--- src/rtl/dma_xfer_if.sv ---
// Memory bus between the DMA engine and the memory it moves data through.
//   o_mem_strobe : one-cycle access request (engine -> memory)
//   o_mem_wrn    : 1 = write, 0 = read
//   o_mem_addr   : access address
//   o_mem_data   : write data
//   i_mem_ready  : one-cycle completion; read data valid in the same cycle
//   i_mem_data   : read data
// The master modport is the DMA side; the slave modport is the memory side.
interface dma_xfer_if #(
  parameter int unsigned DWIDTH = 12,
  parameter int unsigned AWIDTH = 16
);
  logic              o_mem_strobe;
  logic              o_mem_wrn;
  logic [AWIDTH-1:0] o_mem_addr;
  logic [DWIDTH-1:0] o_mem_data;
  logic              i_mem_ready;
  logic [DWIDTH-1:0] i_mem_data;

  modport master (
    output o_mem_strobe,
    output o_mem_wrn,
    output o_mem_addr,
    output o_mem_data,
    input  i_mem_ready,
    input  i_mem_data
  );

  modport slave (
    input  o_mem_strobe,
    input  o_mem_wrn,
    input  o_mem_addr,
    input  o_mem_data,
    output i_mem_ready,
    output i_mem_data
  );
endinterface

--- src/rtl/dma_xfer.sv ---
// Single-channel DMA engine: copies a block ascending or descending, or fills a block
// with a constant pattern, one word at a time over a strobe/ready memory bus.
//   i_clk, i_rst        : clock, synchronous active-high reset
//   i_src_addr/i_dst_addr/i_len/i_mode/i_fill_data : command, latched on i_go in IDLE
//   i_go                : start request (ignored while busy)
//   o_busy              : engine not idle
//   o_done / o_err      : one-cycle completion pulse / error qualifier on that pulse
//   mem                 : memory bus (master side)
module dma_xfer #(
  parameter int unsigned DWIDTH  = 12,
  parameter int unsigned AWIDTH  = 16,
  parameter int unsigned LWIDTH  = 16,
  parameter int unsigned TIMEOUT = 255
) (
  input  logic              i_clk,
  input  logic              i_rst,
  input  logic [AWIDTH-1:0] i_src_addr,
  input  logic [AWIDTH-1:0] i_dst_addr,
  input  logic [LWIDTH-1:0] i_len,
  input  logic [1:0]        i_mode,
  input  logic [DWIDTH-1:0] i_fill_data,
  input  logic              i_go,
  output logic              o_busy,
  output logic              o_done,
  output logic              o_err,
  dma_xfer_if.master        mem
);

  // Wait counter only needs to reach TIMEOUT-1.
  localparam int unsigned WW = (TIMEOUT > 1) ? $clog2(TIMEOUT) : 1;

  typedef enum logic [2:0] {
    IDLE,
    READ_CMD,
    READ_WAIT,
    WRITE_CMD,
    WRITE_WAIT,
    NEXT
  } state_t;

  state_t            r_state;
  logic [AWIDTH-1:0] r_src;
  logic [AWIDTH-1:0] r_dst;
  logic [LWIDTH-1:0] r_rem;
  logic              r_desc;
  logic              r_fill;
  logic [DWIDTH-1:0] r_fill_data;
  logic [WW-1:0]     r_wait;
  logic              r_done;
  logic              r_err;
  logic              r_strobe;
  logic              r_wrn;
  logic [AWIDTH-1:0] r_addr;
  logic [DWIDTH-1:0] r_data;

  logic [AWIDTH-1:0] w_src_nxt;
  logic [AWIDTH-1:0] w_dst_nxt;
  logic              w_timeout;

  // Address stepping wraps naturally modulo 2^AWIDTH.
  assign w_src_nxt = r_desc ? r_src - AWIDTH'(1) : r_src + AWIDTH'(1);
  assign w_dst_nxt = r_desc ? r_dst - AWIDTH'(1) : r_dst + AWIDTH'(1);
  assign w_timeout = (r_wait == WW'(TIMEOUT - 1));

  always_ff @(posedge i_clk) begin
    if (i_rst) begin
      r_state     <= IDLE;
      r_src       <= '0;
      r_dst       <= '0;
      r_rem       <= '0;
      r_desc      <= 1'b0;
      r_fill      <= 1'b0;
      r_fill_data <= '0;
      r_wait      <= '0;
      r_done      <= 1'b0;
      r_err       <= 1'b0;
      r_strobe    <= 1'b0;
      r_wrn       <= 1'b0;
      r_addr      <= '0;
      r_data      <= '0;
    end else begin
      r_done   <= 1'b0;
      r_err    <= 1'b0;
      r_strobe <= 1'b0;
      unique case (r_state)
        IDLE: begin
          if (i_go) begin
            r_src       <= i_src_addr;
            r_dst       <= i_dst_addr;
            r_rem       <= i_len;
            r_desc      <= (i_mode == 2'b01);
            r_fill      <= (i_mode == 2'b10);
            r_fill_data <= i_fill_data;
            if (i_len == '0 || i_mode == 2'b11) begin
              r_done <= 1'b1;
              r_err  <= (i_mode == 2'b11);
            end else if (i_mode == 2'b10) begin
              r_state  <= WRITE_CMD;
              r_strobe <= 1'b1;
              r_wrn    <= 1'b1;
              r_addr   <= i_dst_addr;
              r_data   <= i_fill_data;
            end else begin
              r_state  <= READ_CMD;
              r_strobe <= 1'b1;
              r_wrn    <= 1'b0;
              r_addr   <= i_src_addr;
            end
          end
        end
        READ_CMD: begin
          r_state <= READ_WAIT;
          r_wait  <= '0;
        end
        READ_WAIT: begin
          if (mem.i_mem_ready) begin
            // Captured read word goes straight onto the write bus.
            r_state  <= WRITE_CMD;
            r_strobe <= 1'b1;
            r_wrn    <= 1'b1;
            r_addr   <= r_dst;
            r_data   <= mem.i_mem_data;
          end else if (w_timeout) begin
            r_state <= IDLE;
            r_done  <= 1'b1;
            r_err   <= 1'b1;
          end else begin
            r_wait <= r_wait + WW'(1);
          end
        end
        WRITE_CMD: begin
          r_state <= WRITE_WAIT;
          r_wait  <= '0;
        end
        WRITE_WAIT: begin
          if (mem.i_mem_ready) begin
            r_state <= NEXT;
          end else if (w_timeout) begin
            r_state <= IDLE;
            r_done  <= 1'b1;
            r_err   <= 1'b1;
          end else begin
            r_wait <= r_wait + WW'(1);
          end
        end
        NEXT: begin
          r_rem <= r_rem - LWIDTH'(1);
          r_src <= w_src_nxt;
          r_dst <= w_dst_nxt;
          if (r_rem == LWIDTH'(1)) begin
            r_state <= IDLE;
            r_done  <= 1'b1;
          end else if (r_fill) begin
            r_state  <= WRITE_CMD;
            r_strobe <= 1'b1;
            r_wrn    <= 1'b1;
            r_addr   <= w_dst_nxt;
            r_data   <= r_fill_data;
          end else begin
            r_state  <= READ_CMD;
            r_strobe <= 1'b1;
            r_wrn    <= 1'b0;
            r_addr   <= w_src_nxt;
          end
        end
        default: r_state <= IDLE;
      endcase
    end
  end

  assign o_busy           = (r_state != IDLE);
  assign o_done           = r_done;
  assign o_err            = r_err;
  assign mem.o_mem_strobe = r_strobe;
  assign mem.o_mem_wrn    = r_wrn;
  assign mem.o_mem_addr   = r_addr;
  assign mem.o_mem_data   = r_data;

endmodule

--- src/flat_wrapper.sv ---
// flat-port wrapper written by rule: the top's interface ports become plain ports
module dma_xfer_flat 
#(
  parameter int unsigned DWIDTH  = 12,
  parameter int unsigned AWIDTH  = 16,
  parameter int unsigned LWIDTH  = 16,
  parameter int unsigned TIMEOUT = 255
)
  (i_clk, i_rst, i_src_addr, i_dst_addr, i_len, i_mode, i_fill_data, i_go, o_busy, o_done, o_err, mem_o_mem_strobe, mem_o_mem_wrn, mem_o_mem_addr, mem_o_mem_data, mem_i_mem_ready, mem_i_mem_data);
  dma_xfer_if #(.DWIDTH(DWIDTH), .AWIDTH(AWIDTH)) mem_i ();
  input  logic i_clk;
  input  logic i_rst;
  input  logic [AWIDTH-1:0] i_src_addr;
  input  logic [AWIDTH-1:0] i_dst_addr;
  input  logic [LWIDTH-1:0] i_len;
  input  logic [1:0] i_mode;
  input  logic [DWIDTH-1:0] i_fill_data;
  input  logic i_go;
  output logic o_busy;
  output logic o_done;
  output logic o_err;
  output wire logic [$bits(mem_i.o_mem_strobe)-1:0] mem_o_mem_strobe;
  output wire logic [$bits(mem_i.o_mem_wrn)-1:0] mem_o_mem_wrn;
  output wire logic [$bits(mem_i.o_mem_addr)-1:0] mem_o_mem_addr;
  output wire logic [$bits(mem_i.o_mem_data)-1:0] mem_o_mem_data;
  input wire logic [$bits(mem_i.i_mem_ready)-1:0] mem_i_mem_ready;
  input wire logic [$bits(mem_i.i_mem_data)-1:0] mem_i_mem_data;
  assign mem_o_mem_strobe = mem_i.o_mem_strobe;
  assign mem_o_mem_wrn = mem_i.o_mem_wrn;
  assign mem_o_mem_addr = mem_i.o_mem_addr;
  assign mem_o_mem_data = mem_i.o_mem_data;
  assign mem_i.i_mem_ready = mem_i_mem_ready;
  assign mem_i.i_mem_data = mem_i_mem_data;
  dma_xfer #(.DWIDTH(DWIDTH), .AWIDTH(AWIDTH), .LWIDTH(LWIDTH), .TIMEOUT(TIMEOUT)) u_core (.i_clk(i_clk), .i_rst(i_rst), .i_src_addr(i_src_addr), .i_dst_addr(i_dst_addr), .i_len(i_len), .i_mode(i_mode), .i_fill_data(i_fill_data), .i_go(i_go), .o_busy(o_busy), .o_done(o_done), .o_err(o_err), .mem(mem_i));
endmodule
--- config.mk ---
export PLATFORM = sky130hd
export DESIGN_NAME = dma_xfer_flat
export DESIGN_NICKNAME = d
export VERILOG_FILES = /design/src/rtl/dma_xfer_if.sv /design/src/rtl/dma_xfer.sv /design/src/flat_wrapper.sv
export SDC_FILE = /design/constraint.sdc
export NUM_CORES = 1
export LEC_CHECK = 0
export ABC_AREA = 1
export BUFFER_PORTS_ARGS = -buffer_cell sky130_fd_sc_hd__buf_2
export CAP_MARGIN = 10
export CORE_MARGIN = 2
export CORE_UTILIZATION = 62
export CTS_CLUSTER_SIZE = 40
export DETAILED_ROUTE_END_ITERATION = 6
export PLACE_DENSITY = 0.88
export SYNTH_ARGS = -nofsm -noshare
export SYNTH_HDL_FRONTEND = slang
export SYNTH_SLANG_ARGS = --single-unit
--- constraint.sdc ---
create_clock -name i_clk -period 6.7 [get_ports i_clk]
set_input_delay 1.005 -clock i_clk [delete_from_list [all_inputs] [get_ports i_clk]]
set_output_delay 1.005 -clock i_clk [all_outputs]
set_load 0.05 [all_outputs]
==> metrics.txt, run 1 <==
result of the run completed; portion of netlist area occupied by mux cells 0%; net count of the mapped netlist 1220; post-synthesis instance area a little over 0.007 sq mm; pin count of the biggest net entering global routing 54; sum of negative setup slack 0 ns; worst path buffer plus inverter count 4; final net count between 1000 and 1500; crit path capture type flop; Post-Syn Instances 1108; CP max stage cell nor2_8; post-detailed-route DRC marker count 0; GRT Total Usage between 30% and 40%; Worst Tran Pin Value 1.06 ns; post-synthesis simple-gate area fraction 33.9%; count of input and output buffers 110; final estimated routing congestion in global placement 0.951; portion of total power attributed to combinational logic 54.0%; setup clock skew after layout around 0.0076 ns; per-cell routed wire length 15.4 microns; Clk network pwr share between 10% and 20%; DRT met1 WL ~9000 microns; first-pass GRT wire length roughly 34000 microns; worst-path fanout max 43; total of fill cells in the finished design 998; Net Sw Frac approximately half; via total after detailed routing about 7800; CTS max path bufs 2; required time reported for the critical path endpoint 6.91 ns; worst path cell trace buf_2 -> inv_1 -> nor2_8 -> inv_2 -> nand2_1 -> inv_2 -> a221oi_1 -> nor2_1; WS Path Type primary input to flop; number of primary I/O pins around 110; flip-flop and latch count after synthesis 105; x dimension of the die roughly 110 microns; minimum clock period 3.37 ns; total area of multi-input combinational cells around 0.0043 sq mm; vias per inst 5.80; critical path arrival ~3.6 ns; standard-cell rows 39; TritonCTS clock tree built; Rel. slew slack 29.7%; Max IR drop VDD 0.325 mV; power density cells around 400 mW/mm^2; distinct cell type count after synthesis 50; via count of the first global-routing pass between 7000 and 8000; initial cell density of the core around 63%; commonest non-fill, non-tap cells in the layout nand2_1, inv_1, nor2_1; number of max-cap violations 0; Hold Crit Class flop to flop; net switching power approximately 1.6 mW; share of flip-flops with an asynchronous set or reset after synthesis 0%; Final period util approximately 50%; count of hold buffers inserted by post-cts repair 0; number of hold violations in the final report 0; largest family of logic cells by synthesized area simple AND/OR/NAND/NOR gates; total count of max-transition violations in the final report 0; cell family contributing the most delay on the critical path simple AND/OR/NAND/NOR gates; antenna violations before repair 0; kind of start point of the critical path primary input; crit-path max cell delay approximately 0.53 ns; overall power after layout around 3.2 mW; Initial DRT Pass Iterations 7; aggregate global routing overflow 0; number of buffers added by the clock tree synthesis step 9; Final ANT Viol Nets 0; Leakage between 3 and 4 nW; mean instance size in the synthesized netlist between 6 and 7 sq um; internal power component around 1.6 mW; sequential cell area roughly 0.0021 sq mm; synthesized-area fraction occupied by adder cells a little over 6%; sum of met3 wire segment lengths after detailed routing 1910 microns; antenna cells 0; CTS H-tree depth 3; sequential-to-total area share from yosys stat between 20 and 30%; clock net sink count roughly 110; violation count after the first detailed-routing iteration approximately 680; Post-synth EDFFs 0; post-placement cell area 0.00768 sq mm; library cell appearing most often on the critical path inv_2; clock transition at the registers of the reported paths about 0.07 ns; height of the die around 110 microns; Primary FF master, synth dfxtp_1; fraction of layout cells with a size suffix above 1 14.3%; area of the die 0.0124 sq mm; later-pin clock latency in the skew report 0.36 ns; postcts setup bufs 0; setup violation total in the final timing report 0; sequential fraction of design power approximately 29%; area fraction in compound gates after synthesis 18.8%; Highest Clock Rate just under 300 MHz; root buffer cell clkbuf_16; most common cell after layout, fill and taps aside nand2_1; Area growth, synth to finish 11.8%; aggregate routed wire length 20600 microns; post-cts resize count 0; DP HPWL between 10000 and 15000 microns; cell area after layout 0.00798 sq mm; unrepaired setup endpoints after global routing false; xor-xnor portion of the synthesized cell area ~1.8%; met2 wirelength from detailed routing around 9400 microns; topmost layer with routed signal wires met4; number of synthesis warnings 0; core region area between 0.01 and 0.015 sq mm
state kept, by name, summed over array words and instances, names as in the netlist:
register,flops
u_core.r_state,3
u_core.r_rem,16
u_core.o_err,1
u_core.mem.o_mem_addr,16
u_core.r_desc,1
u_core.mem.o_mem_wrn,1
u_core.r_fill_data,12
u_core.r_dst,16
u_core.mem.o_mem_data,12
u_core.r_src,16
u_core.r_wait,8
u_core.mem.o_mem_strobe,1
u_core.o_done,1
u_core.r_fill,1
worst reg2reg max path: stages (launching register included):
cell      delay [ns]
dfxtp_1         0.41
nor2_4          0.20
nand2_4         0.09
nor2_8          0.50
inv_2           0.46
nand2_1         0.51
inv_2           0.44
a221oi_1        0.41
nor2_1          0.06
logic make-up after synthesis:
family / Yosys count
AO/OA/AOI/OAI: 229
XOR/XNOR: 15
flip-flops: 105
AND/OR/NAND/NOR: 552
buffers and inverters: 173
adder cells (fa/ha/maj): 34
metal layers:
| metal | track usage, % | vias up |
|---|---|---|
| met5 | 0 | - |
| met4 | 11.6 | 0 |
| met3 | 7.82 | 41 |
| met2 | 53.5 | 375 |
| met1 | 44.0 | 3507 |
| li1 | - | 3833 |
per-stage QoR:
stage	utilization [%]	setup WS, ns	hold WS [ns]	std cells
after floorplan	-	4.14	0.430	1108
after global placement	67.8	3.15	0.442	1321
after detailed placement	67.8	3.06	0.448	1321
after CTS	70.5	3.43	0.460	1337
after global routing	70.5	3.21	0.486	1337
final	70.5	3.33	0.461	1337
power groups by stage:
stage | combinational, mW | clock, mW | sequential, mW
6_report | 1.74 | 0.540 | 0.944
5_1_grt | 1.91 | 0.567 | 0.963
4_1_cts | 1.71 | 0.545 | 0.938
3_5_place_dp | 1.70 | 0 | 0.949
3_3_place_gp | 1.66 | 0 | 0.946
2_1_floorplan | 1.14 | 0 | 1.14
cell usage after synthesis (2+ instances only):
cell	count	area, sq um
o211ai_1	4	30.0
ha_1	32	400
a21oi_1	88	440
xor2_1	10	87.6
nand3b_1	8	60.1
dfxtp_1	105	2100
a31oi_1	27	169
or2_2	5	31.3
o21a_1	5	37.5
clkbuf_1	19	71.3
a21boi_0	2	15.0
nand3_4	2	35.0
o22ai_1	9	56.3
nor2_4	4	45.0
nor2_1	122	458
nand2_2	2	12.5
a211oi_1	2	15.0
nor3_1	8	40.0
buf_6	2	22.5
nor4_1	3	18.8
o21ai_0	44	220
fa_1	2	40.0
a32oi_1	2	17.5
buf_4	2	15.0
a221oi_1	10	87.6
nand2_1	289	1080
a22oi_1	4	30.0
nand4_1	6	37.5
o31ai_1	4	30.0
inv_1	123	462
nor2_2	14	87.6
inv_2	7	26.3
o21ai_1	14	70.1
buf_2	18	90.1
a22o_1	6	52.6
xnor2_1	5	43.8
nor2_8	2	40.0
nand2_4	4	45.0
nand3_1	79	395
o221ai_1	4	35.0
cell type report:
type                       instances  share of cell area (%)
tap                              143                    2.24
timing repair buffer             112                    7.09
inverter                         131                    6.19
clock buffer                      12                    3.34
multi-input combinational        830                    54.4
sequential                       105                    26.3
clock inverter                     4                   0.423
path summary, 6_finish.rpt:
check | start | to | slack [ns] | cells past startpoint
hold / removal | u_core.r_fill_data[10] | u_core.r_fill_data[10] | 0.46 | 2
hold reg to reg | u_core.r_fill_data[10] | u_core.r_fill_data[10] | 0.46 | 2
setup reg to reg | u_core.r_state[2] | u_core.r_dst[3] | 3.46 | 8
setup / recovery | i_go | u_core.r_dst[3] | 3.33 | 8
Note: power is estimated with default switching activity, not from simulation.
==> run 2, diff against run 1 <==
- ABC_AREA: 1 -> 0
- CORE_UTILIZATION: 62 -> 57
- PLACE_DENSITY: 0.88 -> 0.83
- clock period: 6.7 -> 3.3 ns (I/O delays scaled with it)
==> run 2 against run 1 <==
Effect of this change:
- synthesized cell count is 23% lower
- worst hold slack worse by 0.067 ns
- clock skew is 0.0026 ns higher
- sequential power is 65% higher
- clock-buffer cell count is 2 higher
- combinational power is 20% lower
- clock power is 98% higher
- non-clock buffer count is 18 higher
- core utilization is 3.7 points lower
- synthesized area is 6.5% lower
- routed wire length is 4.3% lower
==> metrics.txt, run 2 <==
aggregate routed wire length 19700 microns (-4.3%); most common cell after layout, fill and taps aside buf_2; Worst Reg-to-Reg Cells 8 (unchanged); Final period util ~90%; via count of the first global-routing pass 6596 (-6.3%); net count of the mapped netlist 963 (-21%); post-cts resize count 0 (unchanged); mean instance size in the synthesized netlist 7.84 sq um (+22%); antenna violations before repair 0 (unchanged); DP HPWL 14100 microns (-4.2%); count of non-filler cells in the finished layout 1080 (-19%); final net count 1045 (-20%); first-pass GRT wire length 32500 microns (-3.8%); worst path cell trace buf_4 -> fa_1 -> a21o_1 -> a221oi_1 -> o21ai_0 -> a31oi_1 -> mux2i_1 -> a311oi_2; Leakage 3.09 nW (-20%); distinct cell type count after synthesis 68 (+36%); pin count of the biggest net entering global routing 40 (-26%); Post-Syn Instances 851 (-23%); count of input and output buffers 110 (unchanged); post-synth top area cell dfxtp_1; worst-path fanout max 12 (-72%); number of hold violations in the final report 0 (unchanged); Post-synth EDFFs 0 (unchanged); clock net sink count 105 (unchanged); minimum clock period a little under 3 ns; GRT Total Usage 31.1% (-2.1 points); CTS H-tree depth 3 (unchanged); clock transition at the registers of the reported paths 0.07 ns (about the same); launch point of the critical path u_core.r_desc; startpoint of the worst register-to-register path u_core.r_desc; WS Path Type flop to flop; total count of max-transition violations in the final report 0 (unchanged); post-synthesis instance area 0.00667 sq mm (-6.5%); vias per inst 6.57 (+13%); number of buffers added by the clock tree synthesis step 9 (unchanged); per-cell routed wire length 18.3 microns (+18%); placed insts 1065 (-19%); postcts setup bufs 0 (unchanged); reg2reg end u_core.mem.o_mem_addr[14]; Final ANT Viol Nets 0 (unchanged); flip-flop and latch count after synthesis 105 (unchanged); number of synthesis warnings 0 (unchanged); later-pin clock latency in the skew report 0.35 ns (about the same); share of flip-flops with an asynchronous set or reset after synthesis 0% (unchanged); CP max stage cell a221oi_1; initial cell density of the core 58.4% (-4.6 points); unrepaired setup endpoints after global routing false; aggregate global routing overflow 0 (unchanged); sum of negative setup slack 0 ns (unchanged); Fin Hold WS 0.394 ns (-0.0672 ns); sequential-to-total area share from yosys stat 31.5% (+2.1 points); top cells by area in the synthesized netlist dfxtp_1, a21oi_1, nand2_1; Highest Clock Rate 341 MHz; CTS max path bufs 2 (unchanged); commonest non-fill, non-tap cells in the layout buf_2, nand2_1, dfxtp_1; Primary FF master, synth dfxtp_1; final estimated routing congestion in global placement 0.930 (-2.1%); slack of the worst reg-to-reg path 0.37 ns (-3.09 ns); number of max-cap violations 0 (unchanged); Area growth, synth to finish 14.3%; setup clock skew after layout 0.0102 ns (+0.00257 ns); violation count after the first detailed-routing iteration 594 (-13%); TritonCTS clock tree built; root buffer cell clkbuf_16; post-detailed-route DRC marker count 0 (unchanged); result of the run completed; kind of start point of the critical path flop; Commonest cells post-synth nand2_1, dfxtp_1, a21oi_1; antenna cells 0 (unchanged); power density cells 526 mW/mm^2 (+30%); Min-Delay Path Depth 3 (+1); core region area 0.0114 sq mm (+0.86%); required time reported for the critical path endpoint 3.51 ns (-3.40 ns); height of the die 112 microns (+0.80%); Max IR drop VDD 0.304 mV (-6.5%); crit-path max cell delay 0.56 ns (+0.03 ns); worst path buffer plus inverter count 1 (-3); Worst Tran Pin Value 0.906 ns (-0.149 ns); post-synth top area share 31.5% (+2.1 points); capture endpoint of the worst hold path u_core.r_fill_data[2]; via total after detailed routing 7097 (-8.5%); critical path arrival 3.14 ns (-0.44 ns); standard-cell rows 39 (unchanged); Initial DRT Pass Iterations 5 (-2); area of the die 0.0126 sq mm (+1.6%); x dimension of the die 112 microns (+0.80%); count of hold buffers inserted by post-cts repair 0 (unchanged); Hold Crit Class primary input to flop; crit path capture type flop; Rel. slew slack 39.4% (+9.7 points); setup violation total in the final timing report 0 (unchanged); most frequent cell after synthesis nand2_1; cell family contributing the most delay on the critical path compound AO/OA/AOI/OAI gates; fraction of layout cells with a size suffix above 1 18.1% (+3.8 points); number of primary I/O pins 111 (unchanged); min-delay src i_fill_data[2]
==> run 2: changes by cell type in the layout (fill, tap and decap cells not counted), sizes merged, moves of 14 or more <==
cell    previous run  this run
buf              112       130
nand3             81        20
inv              133        10
a311oi             0        19
a31oi             27        13
nand2            295       107
a211oi             2        20
mux2i              0        14
nor2             142        87
xnor2              5        20
o21ai             58        33
a22oi              4        35
==> run 2: cell type report <==
cell class	instances	area, sq um
flip-flops and latches	105	2100
well taps	143	179
clock buffers	14	274
clock inverters	1	8.76
multi-input cells	678	4320
inverters	9	33.8
fillers	994	3790
repair buffers	130	713
==> run 2: cell families (layout without fill, tap and decap cells) <==
| family | count (synthesis) | count (layout) | share of synthesized area, % |
|---|---|---|---|
| mux | 22 | 22 | 3.45 |
| compound gates | 295 | 295 | 29.8 |
| buf+inv | 68 | 154 | 4.03 |
| flops | 105 | 105 | 31.5 |
| simple gates | 292 | 292 | 20.0 |
| fa+ha+maj | 34 | 34 | 6.60 |
| xor+xnor | 35 | 35 | 4.59 |
==> run 2: worst max-delay path by stage <==
stage,depth (start not counted),end
5_1_grt,8,u_core.mem.o_mem_addr[14]
3_5_place_dp,8,u_core.mem.o_mem_addr[14]
4_1_cts,8,u_core.mem.o_mem_addr[14]
2_1_floorplan,7,u_core.mem.o_mem_addr[14]
6_report,8,u_core.mem.o_mem_addr[14]
3_3_place_gp,8,u_core.mem.o_mem_addr[14]
==> run 2: through the flow <==
stage	setup slack, ns	area (sq um)	utilization (%)	power (mW)
after global placement	0.574	7350	64.3	2.92
after CTS	0.391	7630	66.8	3.99
final	0.366	7630	66.8	4.01
after detailed placement	0.441	7350	64.3	2.94
after global routing	0.244	7630	66.8	4.19
after floorplan	0.267	6670	-	2.58
==> run 2: worst reg2reg max path: stages (launching register included) <==
cell and delay (ns):
dfxtp_1 0.33, buf_4 0.20, fa_1 0.48, a21o_1 0.20, a221oi_1 0.56, o21ai_0 0.28, a31oi_1 0.36, mux2i_1 0.26
a311oi_2 0.11
==> run 2: per-layer routing <==
layer / up-vias / global-route usage [%] / wire length, microns
met5: - / 0 / 0
met4: 0 / 10.2 / 489
met3: 46 / 6.75 / 2070
met2: 396 / 48.9 / 8730
met1: 3296 / 42.8 / 8440
li1: 3359 / - / -
==> run 2: where the power goes <==
part / internal [mW] / switching (mW)
sequential: 1.43 / 0.131
combinational: 0.451 / 0.935
clock: 0.575 / 0.491
total: 2.45 / 1.56
==> run 3, diff against run 2 <==
==> constraint.sdc (replaced) <==
create_clock -name i_clk -period 3.3 [get_ports i_clk]
set_input_delay 0.66 -clock i_clk [delete_from_list [all_inputs] [get_ports i_clk]]
set_output_delay 0.66 -clock i_clk [all_outputs]
set_load 0.05 [all_outputs]
==> run 3 against run 2 <==
Effect of this change:
- clock power decreased by 9%
- total power decreased by 2.2%
- worst hold slack improved by 0.071 ns
- die area unchanged
- critical path depth unchanged
- maximum frequency increased by 5.9%
- clock skew increased by 0.00087 ns
- first-iteration DRC count increased by 32%
- routed wire length decreased by 0.59%
- worst setup slack improved by 0.16 ns
- combinational power about the same
- cell count increased by 0.19%
- critical path type unchanged
- critical endpoint unchanged
==> metrics.txt, run 3 (synthesized netlist as in run 2, its figures left out) <==
GRT Total Usage 30.6% (-0.53 points); number of primary I/O pins 111 (unchanged); DP HPWL 14100 microns (-0.11%); cell family contributing the most delay on the critical path compound AO/OA/AOI/OAI gates; aggregate global routing overflow 0 (unchanged); post-detailed-route DRC marker count 0 (unchanged); Leakage 3.09 nW (about the same); Net Sw Frac 39.3% (+0.48 points); postcts setup bufs 0 (unchanged); setup violation total in the final timing report 0 (unchanged); number of hold violations in the final report 0 (unchanged); vias per inst 6.56 (-0.11%); via count of the first global-routing pass 6441 (-2.3%); Clk network pwr share 24.8% (-1.8 points); aggregate routed wire length 19600 microns (-0.59%); post-cts resize count 0 (unchanged); startpoint of the worst register-to-register path u_core.r_desc; WS Path Type flop to flop; result of the run completed; worst path cell trace buf_4 -> ha_1 -> a21o_1 -> a221oi_1 -> o21ai_0 -> a31oi_1 -> mux2i_1 -> a311oi_2; unrepaired setup endpoints after global routing false; later-pin clock latency in the skew report 0.35 ns (about the same); TritonCTS clock tree built; internal power component 2.38 mW (-3.0%); crit-path max cell delay 0.56 ns (about the same); placed insts 1068 (+0.28%); area of the die 0.0126 sq mm (unchanged); Final ANT Viol Nets 0 (unchanged); Worst Tran Pin Value 0.988 ns (+0.0819 ns); Worst Reg-to-Reg Cells 8 (unchanged); pin count of the biggest net entering global routing 43 (+7.5%); antenna cells 0 (unchanged); worst-path fanout max 10 (-2); final net count 1048 (+0.29%); Hold Crit Class flop to flop; antenna violations before repair 0 (unchanged); Final period util 83.9% (-5.0 points); initial cell density of the core 58.4% (unchanged); portion of total power attributed to combinational logic 35.6% (+1.0 points); critical path arrival 3.00 ns (-0.14 ns); via total after detailed routing 7102 (+0.070%); clock transition at the registers of the reported paths 0.07 ns (about the same); power density cells 515 mW/mm^2 (-2.1%); number of max-cap violations 0 (unchanged); standard-cell rows 39 (unchanged); CTS max path bufs 2 (unchanged); commonest non-fill, non-tap cells in the layout buf_2, nand2_1, dfxtp_1; Highest Clock Rate 361 MHz (+5.9%); reg2reg end u_core.mem.o_mem_addr[14]; slack of the worst reg-to-reg path 0.53 ns (+0.16 ns); setup clock skew after layout 0.0110 ns (+0.000867 ns); CTS H-tree depth 3 (unchanged); Max IR drop VDD 0.360 mV (+18%); height of the die 112 microns (unchanged); crit path capture type flop; Area growth, synth to finish 14.2%; Initial DRT Pass Iterations 5 (unchanged); Rel. slew slack 33.9% (-5.5 points); net switching power 1.54 mW (-0.99%); x dimension of the die 112 microns (unchanged); minimum clock period 2.77 ns (-0.164 ns); capture endpoint of the worst hold path u_core.r_fill_data[1]; launch point of the critical path u_core.r_desc; violation count after the first detailed-routing iteration 786 (+32%); per-cell routed wire length 18.1 microns (-0.77%); number of buffers added by the clock tree synthesis step 9 (unchanged); Min-Delay Path Depth 2 (-1); min-delay src u_core.r_fill_data[1]; total count of max-transition violations in the final report 0 (unchanged); sum of negative setup slack 0 ns (unchanged); root buffer cell clkbuf_16; clock net sink count 105 (unchanged); CP max stage cell a221oi_1; fraction of layout cells with a size suffix above 1 18.4% (+0.28 points); kind of start point of the critical path flop; core region area 0.0114 sq mm (unchanged); count of hold buffers inserted by post-cts repair 0 (unchanged); count of non-filler cells in the finished layout 1082 (+0.19%); count of input and output buffers 110 (unchanged); total of fill cells in the finished design 977 (-1.7%); most common cell after layout, fill and taps aside buf_2; final estimated routing congestion in global placement 0.967 (+4.0%); required time reported for the critical path endpoint 3.53 ns (+0.02 ns); sequential fraction of design power 39.6% (+0.7 points); first-pass GRT wire length 31700 microns (-2.5%); worst path buffer plus inverter count 1 (unchanged)
-- run 3: power by group through the flow --
stage | Combinational (mW) | Clock [mW] | Sequential [mW]
floorplan | 0.773 | 0 | 1.80
global placement | 1.35 | 0 | 1.58
detailed placement | 1.37 | 0 | 1.57
CTS | 1.38 | 0.982 | 1.55
global route | 1.51 | 1.04 | 1.57
finish | 1.39 | 0.974 | 1.55
-- run 3: worst max path at each step --
stage,end,slack (ns),cells past startpoint
final,u_core.mem.o_mem_addr[14],0.53,8
after global routing,u_core.mem.o_mem_addr[9],0.31,8
after CTS,u_core.mem.o_mem_addr[14],0.55,8
after detailed placement,u_core.mem.o_mem_addr[14],0.57,8
after global placement,u_core.mem.o_mem_addr[14],0.64,8
after floorplan,u_core.mem.o_mem_addr[14],0.27,7
-- run 3: worst reg2reg max path, cell delays in order, from the launching register on --
cell	delay (ns)
dfxtp_1	0.41
buf_4	0.22
ha_1	0.29
a21o_1	0.20
a221oi_1	0.56
o21ai_0	0.27
a31oi_1	0.32
mux2i_1	0.26
a311oi_2	0.11
-- run 3: area by class of cell --
type                    instances  area [sq um]  share of cell area (%)
well taps                     143           179                    2.35
clock buffers                  10           229                    3.00
repair buffers                133           736                    9.66
multi-input cells             678          4320                    56.7
flip-flops and latches        105          2100                    27.6
inverters                       9          33.8                   0.443
clock inverters                 4          22.5                   0.296
-- run 3: layer usage --
layer	vias up	GRT usage (%)	share of wire (%)
met3	56	5.94	9.8
met2	391	48.6	44
met1	3296	40.9	43
met5	-	0	0
met4	0	12.5	3.3
li1	3359	-	-
-- run 3: stage by stage --
stage / util [%] / worst slack [ns] / hold WS [ns] / power (mW) / cell area (sq um)
final: 66.7 / 0.530 / 0.465 / 3.92 / 7620
after global routing: 66.7 / 0.314 / 0.484 / 4.12 / 7620
after CTS: 66.7 / 0.554 / 0.463 / 3.91 / 7620
after detailed placement: 64.5 / 0.573 / 0.452 / 2.95 / 7370
after global placement: 64.5 / 0.643 / 0.442 / 2.93 / 7370
after floorplan: - / 0.267 / 0.437 / 2.58 / 6670
